**src/rtl/Conv.sv**
```systemverilog
// Shared sizing and vector types for the convolution datapath.
package Conv;
  localparam int unsigned LEN   = 4;
  localparam int unsigned WIDTH = 64;
  typedef logic [LEN-1:0][WIDTH-1:0] data_vector;
endpackage

```
**src/rtl/conv_window_feeder_if.sv**
```systemverilog
// Sample, kernel-load and window handshakes between the feeder, its source and the operator.
interface conv_window_feeder_if #(
  parameter int unsigned LEN   = Conv::LEN,
  parameter int unsigned WIDTH = Conv::WIDTH
);
  logic [WIDTH-1:0]          sample;
  logic                      sample_valid;
  logic                      sample_last;
  logic                      sample_ready;
  logic [LEN-1:0][WIDTH-1:0] kernel_in;
  logic                      kernel_load;
  logic                      kernel_ready;
  logic [LEN-1:0][WIDTH-1:0] kernel;
  logic [LEN-1:0][WIDTH-1:0] window;
  logic                      win_valid;
  logic                      win_last;
  logic                      win_ready;
  logic                      short_frame;

  // Feeder side
  modport slave (
    input  sample, sample_valid, sample_last, kernel_in, kernel_load, win_ready,
    output sample_ready, kernel_ready, kernel, window, win_valid, win_last, short_frame
  );

  // Source / consumer side
  modport master (
    output sample, sample_valid, sample_last, kernel_in, kernel_load, win_ready,
    input  sample_ready, kernel_ready, kernel, window, win_valid, win_last, short_frame
  );
endinterface

```
**src/rtl/conv_window_feeder.sv**
```systemverilog
// Builds sliding LEN-sample windows from a framed sample stream and holds a loadable kernel
// for the convolution operator, with a single registered output slot and full backpressure.
module conv_window_feeder #(
  parameter int unsigned LEN   = Conv::LEN,
  parameter int unsigned WIDTH = Conv::WIDTH
) (
  input logic                 clk,
  input logic                 rst,
  conv_window_feeder_if.slave bus
);
  localparam int unsigned FW = $clog2(LEN + 1);

  typedef enum logic [1:0] {IDLE, FILL, STREAM} state_t;

  state_t                    r_state;
  logic [FW-1:0]             r_fill;
  logic [LEN-1:0][WIDTH-1:0] r_sr;
  logic [LEN-1:0][WIDTH-1:0] r_window;
  logic [LEN-1:0][WIDTH-1:0] r_kernel;
  logic                      r_win_valid;
  logic                      r_win_last;
  logic                      r_short;

  logic                      w_sample_ready;
  logic                      w_kernel_ready;
  logic                      w_accept;
  logic [FW-1:0]             w_fill_n;
  logic                      w_full;
  logic [LEN-1:0][WIDTH-1:0] w_sr_n;

  // The slot frees up in the same cycle the consumer takes it.
  assign w_sample_ready = rst && (!r_win_valid || bus.win_ready);
  assign w_kernel_ready = rst && (r_state == IDLE) && !r_win_valid;
  assign w_accept       = bus.sample_valid && w_sample_ready;
  assign w_fill_n       = (r_fill == FW'(LEN)) ? r_fill : r_fill + FW'(1);
  assign w_full         = (w_fill_n == FW'(LEN));

  // Post-shift view: element 0 is the oldest sample.
  always_comb begin
    w_sr_n = r_sr;
    for (int i = 0; i < int'(LEN) - 1; i++) begin
      w_sr_n[i] = r_sr[i+1];
    end
    w_sr_n[LEN-1] = bus.sample;
  end

  always_ff @(posedge clk or negedge rst) begin
    if (!rst) begin
      r_state     <= IDLE;
      r_fill      <= '0;
      r_sr        <= '0;
      r_window    <= '0;
      r_kernel    <= '0;
      r_win_valid <= 1'b0;
      r_win_last  <= 1'b0;
      r_short     <= 1'b0;
    end else begin
      r_short <= 1'b0;

      if (w_accept) begin
        r_sr <= w_sr_n;
        if (bus.sample_last) begin
          r_fill  <= '0;
          r_state <= IDLE;
          r_short <= !w_full;
        end else begin
          r_fill  <= w_fill_n;
          r_state <= w_full ? STREAM : FILL;
        end
      end

      if (w_accept && w_full) begin
        r_window    <= w_sr_n;
        r_win_valid <= 1'b1;
        r_win_last  <= bus.sample_last;
      end else if (r_win_valid && bus.win_ready) begin
        r_win_valid <= 1'b0;
        r_win_last  <= 1'b0;
      end

      if (bus.kernel_load && w_kernel_ready) begin
        r_kernel <= bus.kernel_in;
      end
    end
  end

  assign bus.sample_ready = w_sample_ready;
  assign bus.kernel_ready = w_kernel_ready;
  assign bus.kernel       = r_kernel;
  assign bus.window       = r_window;
  assign bus.win_valid    = r_win_valid;
  assign bus.win_last     = r_win_last;
  assign bus.short_frame  = r_short;
endmodule

```
**src/flat_wrapper.sv**
```systemverilog
// flat-port wrapper written by rule: the top's interface ports become plain ports
module conv_window_feeder_flat 
#(
  parameter int unsigned LEN   = Conv::LEN,
  parameter int unsigned WIDTH = Conv::WIDTH
)
  (clk, rst, bus_sample, bus_sample_valid, bus_sample_last, bus_kernel_in, bus_kernel_load, bus_win_ready, bus_sample_ready, bus_kernel_ready, bus_kernel, bus_window, bus_win_valid, bus_win_last, bus_short_frame);
  conv_window_feeder_if #(.LEN(LEN), .WIDTH(WIDTH)) bus_i ();
  input logic clk;
  input logic rst;
  input wire logic [$bits(bus_i.sample)-1:0] bus_sample;
  input wire logic [$bits(bus_i.sample_valid)-1:0] bus_sample_valid;
  input wire logic [$bits(bus_i.sample_last)-1:0] bus_sample_last;
  input wire logic [$bits(bus_i.kernel_in)-1:0] bus_kernel_in;
  input wire logic [$bits(bus_i.kernel_load)-1:0] bus_kernel_load;
  input wire logic [$bits(bus_i.win_ready)-1:0] bus_win_ready;
  output wire logic [$bits(bus_i.sample_ready)-1:0] bus_sample_ready;
  output wire logic [$bits(bus_i.kernel_ready)-1:0] bus_kernel_ready;
  output wire logic [$bits(bus_i.kernel)-1:0] bus_kernel;
  output wire logic [$bits(bus_i.window)-1:0] bus_window;
  output wire logic [$bits(bus_i.win_valid)-1:0] bus_win_valid;
  output wire logic [$bits(bus_i.win_last)-1:0] bus_win_last;
  output wire logic [$bits(bus_i.short_frame)-1:0] bus_short_frame;
  assign bus_i.sample = bus_sample;
  assign bus_i.sample_valid = bus_sample_valid;
  assign bus_i.sample_last = bus_sample_last;
  assign bus_i.kernel_in = bus_kernel_in;
  assign bus_i.kernel_load = bus_kernel_load;
  assign bus_i.win_ready = bus_win_ready;
  assign bus_sample_ready = bus_i.sample_ready;
  assign bus_kernel_ready = bus_i.kernel_ready;
  assign bus_kernel = bus_i.kernel;
  assign bus_window = bus_i.window;
  assign bus_win_valid = bus_i.win_valid;
  assign bus_win_last = bus_i.win_last;
  assign bus_short_frame = bus_i.short_frame;
  conv_window_feeder #(.LEN(LEN), .WIDTH(WIDTH)) u_core (.clk(clk), .rst(rst), .bus(bus_i));
endmodule
```
**config.mk**
```make
export PLATFORM = sky130hd
export DESIGN_NAME = conv_window_feeder_flat
export DESIGN_NICKNAME = d
export VERILOG_FILES = /design/src/rtl/Conv.sv /design/src/rtl/conv_window_feeder_if.sv /design/src/rtl/conv_window_feeder.sv /design/src/flat_wrapper.sv
export SDC_FILE = /design/constraint.sdc
export NUM_CORES = 1
export LEC_CHECK = 0
export CAP_MARGIN = 25
export CORE_AREA = 10 10 321 323
export CTS_CLUSTER_SIZE = 30
export DETAILED_ROUTE_END_ITERATION = 10
export DIE_AREA = 0 0 331 333
export DONT_BUFFER_PORTS = 1
export PLACE_DENSITY = 0.45
export RECOVER_POWER = 100
export SLEW_MARGIN = 5
export SYNTH_ARGS = -nofsm -noshare
export SYNTH_HDL_FRONTEND = slang
export SYNTH_SLANG_ARGS = --single-unit
export TNS_END_PERCENT = 20
```
**constraint.sdc**
```tcl
create_clock -name clk -period 5.6 [get_ports clk]
set_input_delay 0.56 -clock clk [delete_from_list [all_inputs] [get_ports clk]]
set_output_delay 0.56 -clock clk [all_outputs]
set_load 0.05 [all_outputs]
```
# --- Word level (Yosys, flattened, before mapping) ---
# Index checks and enable logic that the tools add are counted.
op_classes:
  n_eq_ne: 2
  n_reduce_logical: 12
  add_sub_neg: 1
  n_mux: 9
ops:
  columns: ["cell", "n"]
  rows:
  - ["1-bit logical AND", 7]
  - ["3-bit == test (second input constant)", 2]
  - ["3-bit 2-to-1 mux", 2]
  - ["1-bit 2-to-1 mux", 5]
  - ["2-bit 2-to-1 mux", 2]
  - ["3-bit by 1-bit adder with 3-bit output (second input constant)", 1]
  - ["1-bit logical NOT", 2]
  - ["2-bit logical NOT", 1]
  - ["2-bit nonzero test", 1]
  - ["1-bit logical OR", 1]
totals:
  out_inout_bits: 517
  wordCells: 40
  ff_bits: 712
  inputBits: 326

# --- Longest topological paths before layout ---
# Gate-level depths: netlist of the first run.
logic_depth:
  word_depth: 6
  mapped_depth: 9

# --- Least setup slack after synthesis of the first run ---
# OpenSTA, ideal clock, no wires.
synth_path:
  path_kind: "flip-flop to flip-flop"
  from: "reg u_core.r_win_valid, in the netlist u_core.bus.win_valid"
  to: "reg u_core.r_kernel (netlist bit u_core.bus.kernel[186])"
  arrival_time_ns: 3.497
  path_buffers: 2
  path_slack_ns: 1.978
  stages_incl_launch_ff: 6
  cell_sequence: "dfrtp_1 > nor4b_1 > nand2_1 > clkbuf_1 > clkbuf_1 > mux2_2"
synth_via:
  elab_chain_cells: 3
synth_lines:
  columns: ["element", "line_no", "text"]
  rows:
  - ["start: declaration", "conv_window_feeder.sv:20", "logic r_win_valid;"]
  - ["start signal: assignment", "conv_window_feeder.sv:54", "r_win_valid <= 1'b0;"]
  - ["start signal: assignment", "conv_window_feeder.sv:74", "r_win_valid <= 1'b1;"]
  - ["start signal: assignment", "conv_window_feeder.sv:77", "r_win_valid <= 1'b0;"]
  - ["1-bit logical NOT", "conv_window_feeder.sv:33", "assign w_kernel_ready = rst && (r_state == IDLE) && !r_win_valid;"]
  - ["1-bit logical AND", "conv_window_feeder.sv:33", null]
  - ["via bus_kernel_ready", "flat_wrapper.sv:18", "output wire logic [$bits(bus_i.kernel_ready)-1:0] bus_kernel_ready;"]
  - ["1-bit logical AND", "conv_window_feeder.sv:81", "if (bus.kernel_load && w_kernel_ready) begin"]
  - ["end signal: assignment", "conv_window_feeder.sv:82", "r_kernel <= bus.kernel_in;"]
  - ["end: declaration", "conv_window_feeder.sv:19", "logic [LEN-1:0][WIDTH-1:0] r_kernel;"]
# The timed path passes the listed nets, and every way through them passes these cells.
# A chain may end at the register's enable or synchronous reset.

# --- Final worst setup path of the first run ---
layout_path:
  from: "in rst"
  to: "reg u_core.r_window (netlist bit u_core.bus.window[251])"
layout_via:
  elab_chain_cells: 3
layout_lines:
  columns: ["element", "line_no", "text"]
  rows:
  - ["start: declaration", "flat_wrapper.sv:10", "input logic rst;"]
  - ["1-bit logical AND", "conv_window_feeder.sv:32", "assign w_sample_ready = rst && (!r_win_valid || bus.win_ready);"]
  - ["1-bit logical AND", "conv_window_feeder.sv:34", "assign w_accept = bus.sample_valid && w_sample_ready;"]
  - ["1-bit logical AND", "conv_window_feeder.sv:72", "if (w_accept && w_full) begin"]
  - ["end signal: assignment", "conv_window_feeder.sv:73", "r_window <= w_sr_n;"]
  - ["end: declaration", "conv_window_feeder.sv:18", "logic [LEN-1:0][WIDTH-1:0] r_window;"]
# No other way between the ends.

==> metrics.txt, run 1 <==
run status finished with violations; failing checks capacitance limit, slew limit; RSZ-0062 raised after global routing no; Area growth syn-to-layout 15.4%; Fin Hold WS 0.0599 ns; IO buf count 0; number of DRC markers in iteration 0 1037; initial antenna violation count 59; drt drc 0; Crit path max-delay family buffers and inverters; fin nets between 2k and 2.5k; syn avg cell area about 13 um^2; Max Root-Sink Buffers 3; placed insts 3124; core area approximately 96000 um^2; layout cells sized above 1 0.208; drt total wl 90700 um; Layout fillers 9706; fin crit period 4.83 ns; Async S/R FF share, synth 1.00; final slew viol count 531; fin crit share 0.863; total CTS buffers 81; DR WL/cell about 27 um; critical path, cell by cell dlygate4sd3_1 > buf_16 > buf_16 > and3_4 > nand2b_4 > buf_16 > buf_4 > o2bb2ai_1; Die X ~330 um; Layout Cells excl Fill 3316; Die Ht 333 um; worst setup path class primary input to flip-flop; final setup vio count 0; Worst Tran Pin Value 2.37 ns; first-pass GRT wire length 128000 um; Detail Route Antenna Nets 0; max_cap viols 5; Worst Setup Start Kind primary input; DP HPWL 65200 um; WP buf/inv 5; Slew headroom -0.578; synth unique cells 33; starting density of the core 0.273; root buf cell clkbuf_16; critical-path maximum fanout 182; Most used DFF post-synth dfrtp_1; register area share after synthesis 0.678; critical path data required time 6.08 ns; Worst path most repeated cell buf_16; multi-input logic area 7710 um^2; TritonRoute pass-1 iters 5; routed vias/inst 4.69; Setup TNS 0 ns; Congestion Overflow GR 0; Critical-path top delay cell and3_4; crit path DAT roughly 5.3 ns; final hold violations 0; vias after detailed routing 15.6k; CP peak stage delay between 0.8 and 0.9 ns; Post-Syn Area 26300 um^2; Syn Inst Count 1957; cts repair resizes 0; row count about 110; full die area roughly 110000 um^2; routability cong. around 0.82; vias in the first global route 16.3k; CP endpoint kind flip-flop; CTS tree built; CTS sink cnt 712; Ports 843; GRT Util Overall 0.158; Post-synth EDFFs 0; largest net degree at the start of global routing 717; clk_skew 0.0192 ns; register area 17800 um^2; HP Class primary input to flip-flop; #FFs+latches synth 712; Fmax 207 MHz; Worst-Skew Late Latency 0.64 ns; htree depth 3; Synthesis Warnings 0; syn nets 2285; Clk pin slew, worst setup/hold paths around 0.060 ns
## metrics by stage
step                setup slack [ns]   util  area [um^2]
floorplan                       1.98      -        26300
global placement                1.97  0.285        27400
detailed placement              2.07  0.285        27400
CTS                             2.04  0.316        30400
global route                   0.271  0.315        30300
finish                         0.766  0.315        30300
## Yosys cell counts (all sizes together), types with 3 or more instances
cell type  instances  area share
buf               33       0.012
clkbuf            88       0.013
nand2b             3      0.0010
dfrtp            712        0.68
nand2            584       0.083
a21oi              3     0.00057
o2bb2ai          192       0.064
mux2             320        0.14
nor2               3     0.00071
## cells by family (layout without fill, tap and decap cells)
logic type	count (synthesis)	in the layout	share of synthesized area
other	0	19	0
buffers and inverters	123	187	0.0246
adders and majority gates	2	2	0.000952
DFF	712	712	0.678
AOI/OAI and AO/OA	203	203	0.0668
muxes	320	320	0.143
and+or+nand+nor	597	597	0.0870
## cells in the final DEF (no fill, tap or decap), drive strengths merged, types with 2 or more instances in the layout
cell type / instances
and3: 2
a21oi: 3
o2bb2ai: 192
nand2b: 3
inv: 5
dfrtp: 712
clkbuf: 121
diode: 19
dlygate4sd3: 22
ha: 2
clkinv: 19
o21ai: 2
nor2: 3
buf: 10
nand2: 584
mux2: 320
bufinv: 9
## final cells by class
type / instances / area share
Sequential cell: 712 / 0.587
Tap cell: 1276 / 0.0526
Multi-Input combinational cell: 1122 / 0.254
Inverter: 2 / 0.000247
Clock inverter: 32 / 0.0149
Antenna cell: 19 / 0.00157
Clock buffer: 114 / 0.0752
Timing Repair Buffer: 39 / 0.0140
## metal layers
layer,vias to the layer above,global-route usage,routed length [um]
met3,142,0.0600,9900
met2,655,0.249,42900
li1,6717,-,-
met4,32,0.0527,2370
met5,-,0,220
met1,8022,0.196,35400
## flip-flops by register name, summed over array words and instances, names as in the netlist
signal	flops
u_core.r_state	2
u_core.bus.kernel	256
u_core.bus.win_valid	1
u_core.bus.win_last	1
u_core.r_sr	192
u_core.bus.short_frame	1
u_core.r_fill	3
u_core.bus.window	256
## path summary, 6_finish.rpt
kind / start / end / slack [ns] / cells past startpoint
worst max-delay path: rst / u_core.bus.window[251] / 0.77 / 8
worst min-delay path: bus_kernel_in[0] / u_core.bus.kernel[0] / 0.06 / 1
worst max register to register: u_core.r_fill[0] / u_core.bus.window[251] / 1.64 / 8
worst min register to register: u_core.r_sr[113] / u_core.r_sr[113] / 0.47 / 2
max in group asynchronous: rst / u_core.bus.kernel[29] / 1.08 / 4
min in group asynchronous: rst / u_core.r_sr[123] / 0.73 / 2
## what timing repair did
item,in CTS,in global routing
hold buffers,21,2
buffers inserted,0,0
hold endpoints to repair,733,29
Power of run 1 is left out: the tool's default activity adds up to more than one toggle a clock period on the data nets, which glitch-free logic cannot reach.
==> run 2, diff against run 1 <==
--- a/config.mk
+++ b/config.mk
@@ -5,13 +5,14 @@
 export SDC_FILE = /design/constraint.sdc
 export NUM_CORES = 1
 export LEC_CHECK = 0
+export ABC_AREA = 1
 export CAP_MARGIN = 25
-export CORE_AREA = 10 10 321 323
+export CORE_AREA = 10 10 318 320
 export CTS_CLUSTER_SIZE = 30
 export DETAILED_ROUTE_END_ITERATION = 10
-export DIE_AREA = 0 0 331 333
+export DIE_AREA = 0 0 328 330
 export DONT_BUFFER_PORTS = 1
-export PLACE_DENSITY = 0.45
+export PLACE_DENSITY = 0.46
 export RECOVER_POWER = 100
 export SLEW_MARGIN = 5
 export SYNTH_ARGS = -nofsm -noshare
==> run 2 against run 1 <==
Net effect:
- the flow finishes with violations (hold timing, capacitance limit, slew limit)
- register-to-register slack worse by 0.04 ns
- design area up 1.8%
- die area down 1.8%
- critical endpoint is now u_core.bus.kernel[80]
- via count up 13%
- cell count up 25%
- synthesized area up 4.0%
- synthesized cell count up 45%
==> metrics.txt, run 2 <==
Most used DFF post-synth dfrtp_1; most frequent cells in the layout nand2_1 (724), dfrtp_1 (712), o21ai_0 (701); layout cells sized above 1 0.0495; Worst Setup Start Kind flip-flop; Slew headroom -1.05; fin crit share 0.714; Critical-path top delay cell clkbuf_2; Critical path origin u_core.bus.win_valid; worst r2r src u_core.bus.win_valid; row count around 110; Congestion Overflow GR 0; Detail Route Antenna Nets 0; Worst Reg2Reg Path Length in Cells 5; largest cells by area after synthesis dfrtp_1 (65%), nand2_1 (9.9%), o21ai_0 (8.6%); CTS tree built; Worst-Skew Late Latency 0.63 ns; vias in the first global route around 17k; Die X 328 um; Fin Hold WS -0.347 ns; TritonRoute pass-1 iters 5; Async S/R FF share, synth 1.00; Fmax around 250 MHz; number of DRC markers in iteration 0 around 1.7k; Yosys top cell area share 0.652; Layout Cells excl Fill 4141; Net Sw Power 9600 uW; Clk pin slew, worst setup/hold paths 0.06 ns; Hold Buf Count CTS 34; routed vias/inst 4.26; Area growth syn-to-layout 13.0%; critical path, cell by cell inv_1 > nand3_4 > buf_4 > clkbuf_2 > o21ai_0; final hold violations 346; dpl cell area 28100 um^2; clock share of power 0.264; fin crit period 4.00 ns; Worst VDD drop between 0.3 and 0.4 mV; htree depth 3; final slew viol count 689; CTS sink cnt 712; Commonest cells post-synth nand2_1 (724), dfrtp_1 (712), inv_1 (522); syn nets between 3k and 4k; final instance area slightly above 30000 um^2; PwrDens 650 nW/um^2; critical path data required time 6.03 ns; register area share after synthesis 0.652; crit path DAT 4.43 ns; Post-synth EDFFs 0; CP peak stage delay 1.40 ns; Ports about 840; Synthesis Warnings 0; failing checks hold timing, capacitance limit, slew limit; Post-Syn Area 27300 um^2; Syn Inst Count 2834; syn avg cell area approximately 9.6 um^2; CP endpoint kind flip-flop; cell with the most instances after synthesis nand2_1; synth unique cells 19; max_cap viols 3; vias after detailed routing 17.7k; clk_skew approximately 0.024 ns; sequential fraction of design power 0.650; Comb pwr share 0.086; root buf cell clkbuf_16; first-pass GRT wire length roughly 130000 um; Setup TNS 0 ns; postcts setup bufs 0; Design Power 20100 uW; leakage 0.0156 uW; starting density of the core 0.289; Synth area leader dfrtp_1; largest net degree at the start of global routing 716; Pint 10500 uW; critical-path maximum fanout 109; RSZ-0062 raised after global routing no; HP Class primary input to async pin; initial antenna violation count 13; final setup vio count 0; routability cong. 0.872; cts repair resizes 0; Worst Tran Pin Value 3.07 ns; placed insts just under 4k; run status finished with violations; drt drc 0; GRT Util Overall 0.155; core area 94600 um^2; Die Ht 330 um; DP HPWL 64100 um; IO buf count 0; DR WL/cell 21.2 um; full die area roughly 110000 um^2; worst setup path class flip-flop to flip-flop; switching part of the total power 0.478; most common cell after layout, fill and taps aside nand2_1; Max Root-Sink Buffers 3; drt total wl approximately 90000 um; fin nets 3139; total CTS buffers 83; #FFs+latches synth between 700 and 800
run 2: cell count changes in the layout (fill, tap and decap cells not counted), moves of 6 or more:
cell / delta
bufinv_16: -6
clkinv_2: +8
diode_2: -13
dlygate4sd3_1: +12
inv_1: +520
mux2_1: -47
mux2_2: -271
nand2_1: +141
o21ai_0: +699
o21ai_1: +7
o2bb2ai_1: -192
run 2: power by group through the flow:
stage	sequential (uW)	clock, uW	combinational [uW]
after global placement	13300	0	1820
final	13100	5290	1730
after floorplan	12200	0	1610
after detailed placement	13300	0	1910
after CTS	13200	5480	1930
after global routing	13300	5680	2140
run 2: per-stage QoR:
stage | setup WS (ns) | hold slack, ns | util
floorplan | 2.86 | 0.264 | -
global placement | 2.32 | 0.286 | 0.297
detailed placement | 2.27 | 0.290 | 0.297
finish | 1.60 | -0.347 | 0.327
global route | 1.18 | -0.413 | 0.326
CTS | 2.25 | -0.421 | 0.329
run 2: logic make-up (layout without fill, tap and decap cells):
group,count (synthesis),count (layout),share of synthesized area
DFF,712,712,0.652
and+or+nand+nor,735,735,0.102
buffers and inverters,677,713,0.107
adders and majority gates,2,2,0.000915
AOI/OAI and AO/OA,708,708,0.138
other,0,6,0
run 2: worst paths after layout:
| check | end | slack (ns) |
|---|---|---|
| setup / recovery | u_core.bus.kernel[80] | 1.60 |
| hold / removal | u_core.bus.window[242] | -0.35 |
| setup reg to reg | u_core.bus.kernel[80] | 1.60 |
| hold reg to reg | u_core.r_sr[75] | 0.48 |
| max in group asynchronous | u_core.bus.window[207] | 3.56 |
| min in group clk | u_core.bus.kernel[72] | 0.06 |
run 2: layout make-up:
| cell class | count | area (um^2) |
|---|---|---|
| fill | 9819 | 63700 |
| sequential | 712 | 17800 |
| multi-input combinational | 1445 | 6360 |
| clock buffer | 115 | 2410 |
| inverter | 522 | 1960 |
| tap | 1265 | 1580 |
| timing repair buffer | 47 | 492 |
| clock inverter | 29 | 246 |
| antenna | 6 | 15.0 |
run 2: critical path, delay by kind of cell (launching register included):
kind,cells,cell delay [ns]
flip-flops,1,0.73
AO/OA/AOI/OAI,1,0.25
buffers and inverters,3,2.18
AND/OR/NAND/NOR,1,0.50
run 2: per-layer routing:
layer  wire length [um]  track usage
met3               9440       0.0727
met2              41600        0.244
met1              34600        0.185
met4               2050       0.0499
met5                136            0
Note: power is estimated with default switching activity, not from simulation.
